**src/rtl/branch_predict_unit.sv**
```systemverilog
`default_nettype none
// ============================================================================
//  Module      : branch_predict_unit
//  Description : Direct-mapped BTB with 2-bit saturating counters. Supplies an
//                IF-stage next-PC prediction, resolves B/JAL/JALR outcomes in
//                EX, raises a redirect on mispredict, trains the table and
//                keeps branch / mispredict statistics.
//  Revision    : 1.0 - initial release
// ============================================================================
module branch_predict_unit #(
  parameter int ENTRIES = 16,
  parameter int STAT_W  = 32
) (
  input  logic              clk,
  input  logic              rst,
  input  logic [31:0]       if_pc,
  output logic              pred_taken,
  output logic [31:0]       pred_target,
  input  logic              ex_valid,
  input  logic [2:0]        ex_branch,
  input  logic              ex_bf,
  input  logic [31:0]       ex_pc,
  input  logic [31:0]       ex_imm,
  input  logic [31:0]       ex_aluc,
  input  logic              ex_pred_taken,
  input  logic [31:0]       ex_pred_target,
  output logic              npc_op,
  output logic [31:0]       pc_jump,
  output logic [STAT_W-1:0] br_cnt,
  output logic [STAT_W-1:0] mis_cnt
);

  localparam int IDX_W = $clog2(ENTRIES);
  localparam int TAG_W = 32 - IDX_W - 2;

  // Table storage; tag/target/type are only meaningful while valid is set
  logic             r_valid  [ENTRIES];
  logic [TAG_W-1:0] r_tag    [ENTRIES];
  logic [31:0]      r_target [ENTRIES];
  logic             r_jump   [ENTRIES];
  logic [1:0]       r_ctr    [ENTRIES];

  logic [IDX_W-1:0] w_if_idx;
  logic [IDX_W-1:0] w_ex_idx;
  logic             w_if_hit;
  logic             w_ex_hit;
  logic             w_at;
  logic [31:0]      w_tt;
  logic             w_is_b;
  logic             w_is_j;
  logic             w_mispredict;
  logic             unused_pc_bits;

  // Byte-offset bits of word-aligned PCs carry no information here
  assign unused_pc_bits = ^{if_pc[1:0], ex_pc[1:0]};

  assign w_if_idx = if_pc[IDX_W+1:2];
  assign w_ex_idx = ex_pc[IDX_W+1:2];
  assign w_if_hit = r_valid[w_if_idx] && (r_tag[w_if_idx] == if_pc[31:IDX_W+2]);
  assign w_ex_hit = r_valid[w_ex_idx] && (r_tag[w_ex_idx] == ex_pc[31:IDX_W+2]);

  // IF lookup: asynchronous read, old contents seen on a same-cycle write
  always_comb begin
    pred_taken  = 1'b0;
    pred_target = if_pc + 32'd4;
    if (!rst && w_if_hit && (r_jump[w_if_idx] || r_ctr[w_if_idx][1])) begin
      pred_taken  = 1'b1;
      pred_target = r_target[w_if_idx];
    end
  end

  // EX resolution: actual direction/target, priority B > JAL > JALR
  always_comb begin
    w_is_b = ex_branch[2];
    w_is_j = !ex_branch[2] && (ex_branch[1] || ex_branch[0]);
    w_at   = (ex_branch[2] && ex_bf) || ex_branch[1] || ex_branch[0];
    w_tt   = ex_pc + 32'd4;
    if (ex_branch[2] || ex_branch[1]) begin
      w_tt = ex_pc + ex_imm;
    end else if (ex_branch[0]) begin
      w_tt = ex_aluc;
    end
    w_mispredict = !rst && ex_valid &&
                   ((ex_pred_taken != w_at) || (w_at && (ex_pred_target != w_tt)));
    npc_op  = w_mispredict;
    pc_jump = (w_mispredict && w_at) ? w_tt : (ex_pc + 32'd4);
  end

  // Table training and statistics; reset dominates every write
  always_ff @(posedge clk) begin
    if (rst) begin
      for (int i = 0; i < ENTRIES; i++) begin
        r_valid[i] <= 1'b0;
        r_ctr[i]   <= 2'b01;
      end
      br_cnt  <= '0;
      mis_cnt <= '0;
    end else if (ex_valid) begin
      if (ex_branch != 3'b000) begin
        br_cnt <= br_cnt + STAT_W'(1);
      end
      if (w_mispredict) begin
        mis_cnt <= mis_cnt + STAT_W'(1);
      end
      if (w_is_b) begin
        if (w_ex_hit) begin
          if (w_at) begin
            r_target[w_ex_idx] <= w_tt;
            if (r_ctr[w_ex_idx] != 2'b11) begin
              r_ctr[w_ex_idx] <= r_ctr[w_ex_idx] + 2'b01;
            end
          end else if (r_ctr[w_ex_idx] != 2'b00) begin
            r_ctr[w_ex_idx] <= r_ctr[w_ex_idx] - 2'b01;
          end
        end else if (w_at) begin
          r_valid[w_ex_idx]  <= 1'b1;
          r_tag[w_ex_idx]    <= ex_pc[31:IDX_W+2];
          r_target[w_ex_idx] <= w_tt;
          r_jump[w_ex_idx]   <= 1'b0;
          r_ctr[w_ex_idx]    <= 2'b10;
        end
      end else if (w_is_j) begin
        r_valid[w_ex_idx]  <= 1'b1;
        r_tag[w_ex_idx]    <= ex_pc[31:IDX_W+2];
        r_target[w_ex_idx] <= w_tt;
        r_jump[w_ex_idx]   <= 1'b1;
        r_ctr[w_ex_idx]    <= 2'b11;
      end else if (w_ex_hit) begin
        // A non-branch now lives at a PC the table believes is a branch
        r_valid[w_ex_idx] <= 1'b0;
      end
    end
  end

endmodule
`default_nettype wire

```
**config.mk**
```make
export PLATFORM = sky130hd
export DESIGN_NAME = branch_predict_unit
export DESIGN_NICKNAME = d
export VERILOG_FILES = /design/src/rtl/branch_predict_unit.sv
export SDC_FILE = /design/constraint.sdc
export NUM_CORES = 2
export LEC_CHECK = 0
export BUFFER_PORTS_ARGS = -buffer_cell sky130_fd_sc_hd__buf_2
export CORE_ASPECT_RATIO = 1.2
export CORE_MARGIN = 1.5
export CORE_UTILIZATION = 40
export CTS_CLUSTER_DIAMETER = 200
export DETAILED_ROUTE_END_ITERATION = 12
export HOLD_SLACK_MARGIN = 0.05
export PLACE_DENSITY = 0.57
export SYNTH_ARGS = -nofsm -noshare
export SYNTH_HDL_FRONTEND = slang
export SYNTH_SLANG_ARGS = --single-unit
```
**constraint.sdc**
```tcl
create_clock -name clk -period 6.5 [get_ports clk]
set_clock_uncertainty 0.05 [all_clocks]
set_input_delay 1.3 -clock clk [delete_from_list [all_inputs] [get_ports clk]]
set_output_delay 1.3 -clock clk [all_outputs]
set_load 0.05 [all_outputs]
```
==> results.md <==
* Syn Nets at 3263
* Final #Nets at 3863
* All-Layer GR Usage at 26.8%
* TritonCTS Sinks at 1056
* Critical R2R Launch: r_tag[15][25]$_DFFE_PP_
* Setup WS post-layout at -0.201 ns
* Sink of the worst hold path: mis_cnt[22]$_SDFFE_PP0P_
* Total core area at 125000 µm²
* Final Core Density at 49.0%
* Pin count of the biggest net entering global routing at 102
* Post-synthesis sequential area ratio at 61.4%
* Critical path peak fanout at 7
* Detail Route Antenna Nets at 0
* Hold_sp: mis_cnt[22]$_SDFFE_PP0P_
* Drt drc at 0
* Min Tclk post-route at 6.70 ns
* Post-synth EDFFs at 992
* Clk root buf: clkbuf_16
* Worst-path cell chain: buf_8 -> ha_4 -> fa_2 -> a21o_1 -> a221o_2 -> buf_6 -> a211oi_4 -> buf_4 -> a211o_1 -> nand4_1 -> a211oi_2 -> nand4_1 -> nor4_2 -> buf_4 -> and4b_4 -> or2_4 -> buf_12 -> buf_12 -> mux2_4 -> buf_8
* Mapped Cells at 3056
* Headroom to the max-slew limit at 29.7%
* DRT Pass-1 Iters at 7
* Crit. End Element: primary output
* Final hold violation count at 0
* VDD IR-drop max at 0.000197 V
* Yosys reg bits at 1056
* CTS tree: built
* Routed length per instance at 31.8 µm
* WHS Path Cells at 2
* Die W at 328 µm
* Num CTS Buffers at 103
* R2R depth at 12
* Post-route clock period utilization at 103%
* Syn-to-layout area delta at 21.2%
* Layout cells sized above 1 at 38.4%
* Synthesized area at 50600 µm²
* Top delay family on crit path: compound AO/OA/AOI/OAI gates
* Outcome: complete, but fails checks
* Clock latency on the worst-skew pair at 0.75 ns
* Power Density at 257 nW/µm²
* Max Root-Sink Buffers at 3
* Synth unique cells at 90
* Setup crit start kind: input pin
* DRT iter0 DRCs at 3795
* Grt ovf at 0
* DP Area at 57500 µm²
* RSZ-0062 raised after global routing: true
* Reg-to-Reg End: r_ctr[11][1]$_SDFFCE_PN0P_
* Worst-Margin Slew at 1.05 ns
* Delay of the slowest cell on the worst path at 0.45 ns
* Fin Hold WS at 0.439 ns
* DRT Wirelength at 172000 µm
* First-pass GRT wire length at 242000 µm
* Max-slew violations at 0
* Failing checks: setup timing
* Max-Cap Viols at 0
* CP required at 5.15 ns
* Slowest cell on crit path: a221o_2
* HPWL Detailed at 120000 µm
* Setup violators final at 31
* Clock slew at reported path FFs at 0.06 ns
* Post-synth top flop: edfxtp_1
* IO buf count at 297
* Buf/Inv on CP at 7
* Reg-to-reg slack, setup at 2.59 ns
* Post-route cell area at 61400 µm²
* # IOs at 298
* Placer Congestion at 0.914
* Worst hold-check path type: flip-flop to flip-flop
* Vias in the first global route at 32188
* Synthesis Warnings at 0
* Kind of critical path: input pin to primary output
* Static Leak at 20.5 nW
* CP Data Arrival Time at 5.35 ns
* Vias per cell at 6.10
* Peak Freq at 149 MHz
* Post-synth ARST share at 0%
* Row Count at 142
* Via count at 33016
* Die area at 129000 µm²
* Antenna violations before repair at 36
* Htree depth at 3
* Initial Util at 40.4%
* Syn Area/Cell at 16.6 µm²
* DIE HEIGHT at 393 µm
cell usage in the layout, fill, tap and decap left out, drive strengths merged, types with 8 or more instances in the layout:
cell type and n:
diode 16, a21oi 99, edfxtp 992, and3 33, nand2 128, o21ai 101
dfxtp 64, o22ai 8, nor4 19, nand4 56, a21o 12, nor2 193
or3 17, o211ai 15, and4 9, or4 30, mux2 56, mux2i 21
and2 19, nand3 81, a211oi 15, o21a 12, xor2 57, mux4 438
ha 38, xnor2 112, clkinv 40, o31ai 30, nor2b 9, buf 699
inv 27, nor3 51, clkbuf 134
routing by layer:
layer | wire (µm) | vias up | GRT usage, %
met5 | 232 | - | 0
met4 | 6170 | 36 | 9.62
met3 | 18100 | 290 | 7.27
met2 | 79400 | 1679 | 41.3
met1 | 68300 | 17255 | 36.4
li1 | - | 13756 | -
cell usage after synthesis (6+ instances only):
cell type	number	share of area, %
nand2_1	128	0.95
xor2_1	57	0.99
o31ai_1	29	0.43
nor3_1	51	0.50
mux4_2	438	19
clkbuf_1	126	0.93
dfxtp_1	64	2.5
nor3b_1	6	0.089
o21ai_0	94	0.93
buf_1	36	0.27
nor4_1	16	0.20
edfxtp_1	992	59
o211ai_1	15	0.22
ha_1	38	0.94
mux2_1	6	0.13
inv_1	23	0.17
mux2_4	9	0.27
and2_1	18	0.22
nor2b_1	9	0.11
a21oi_1	98	0.97
a211o_1	7	0.12
xnor2_1	111	1.9
and3_1	33	0.41
a2111oi_0	6	0.10
or4_1	29	0.43
a211oi_1	13	0.19
nand4_1	54	0.67
mux2_2	41	0.91
or3_1	17	0.21
o21ai_1	6	0.059
o41ai_1	6	0.10
nand2b_1	7	0.087
nor2_1	193	1.4
and4_1	9	0.16
a21o_1	12	0.18
nand3_1	80	0.79
mux2i_1	21	0.42
buf_2	33	0.33
o21a_1	12	0.18
o22ai_1	7	0.087
logic make-up (layout without fill, tap and decap cells):
group,Yosys count,count (layout),share of synthesized area [%]
buffers and inverters,229,911,1.89
muxes,515,515,21.2
adders and majority gates,39,39,0.979
other,0,16,0
AOI/OAI and AO/OA,367,367,4.75
DFF,1056,1056,61.4
and+or+nand+nor,680,680,6.80
xor gates and xnor gates,170,170,2.98
where the power goes:
part,switching (W),total [W],internal [W],leakage (nW)
combinational,0.00138,0.00229,0.000909,9.48
sequential,0.0000315,0.00769,0.00766,9.47
clock,0.00265,0.00581,0.00317,1.53
total,0.00406,0.0158,0.0117,20.5
sequential cells by signal, indices dropped and copies added, names as in the netlist:
| name | count |
|---|---|
| mis_cnt | 32 |
| r_target | 512 |
| r_valid | 16 |
| r_ctr | 32 |
| r_jump | 16 |
| r_tag | 416 |
| br_cnt | 32 |
tightest hold or removal path, stage by stage (launching register included):
cell     delay [ns]
dfxtp_1        0.32
o31ai_1        0.06
a21oi_1        0.05
stage by stage:
step | worst slack [ns] | total power, W | instances | setup TNS (ns)
after global routing | -0.354 | 0.0163 | 5400 | -8.72
after floorplan | 0.00469 | 0.00904 | 3056 | 0
final | -0.201 | 0.0158 | 5410 | -3.68
after global placement | -0.588 | 0.0100 | 5191 | -16.47
after detailed placement | -0.586 | 0.0100 | 5191 | -16.49
after CTS | -0.199 | 0.0159 | 5389 | -3.87
area by class of cell:
| class | count | area, µm² |
|---|---|---|
| Timing Repair Buffer | 700 | 5720 |
| Tap cell | 1656 | 2070 |
| Antenna cell | 16 | 40.0 |
| Clock inverter | 54 | 498 |
| Inverter | 24 | 90.1 |
| Fill cell | 10692 | 63900 |
| Multi-Input combinational cell | 1771 | 19200 |
| Sequential cell | 1056 | 31100 |
| Clock buffer | 133 | 2690 |
worst max-delay path by stage:
stage | start | endpoint | slack, ns | depth (start not counted)
final | ex_pc[0] | pc_jump[20] | -0.20 | 20
after global routing | ex_pc[0] | pc_jump[21] | -0.35 | 19
after CTS | ex_pc[0] | pc_jump[20] | -0.20 | 20
after detailed placement | ex_pc[0] | pc_jump[29] | -0.59 | 17
after global placement | ex_pc[0] | pc_jump[24] | -0.59 | 17
after floorplan | ex_pc[2] | pc_jump[19] | 0.005 | 20
timing repair:
action / CTS / global route
pin swaps: 12 / 13
gates resized for setup: 107 / 19
setup endpoints to repair: 33 / 33
hold buffers: 0 / 0
setup buffers: 12 / 6
Power figures use the tool's default switching activity.
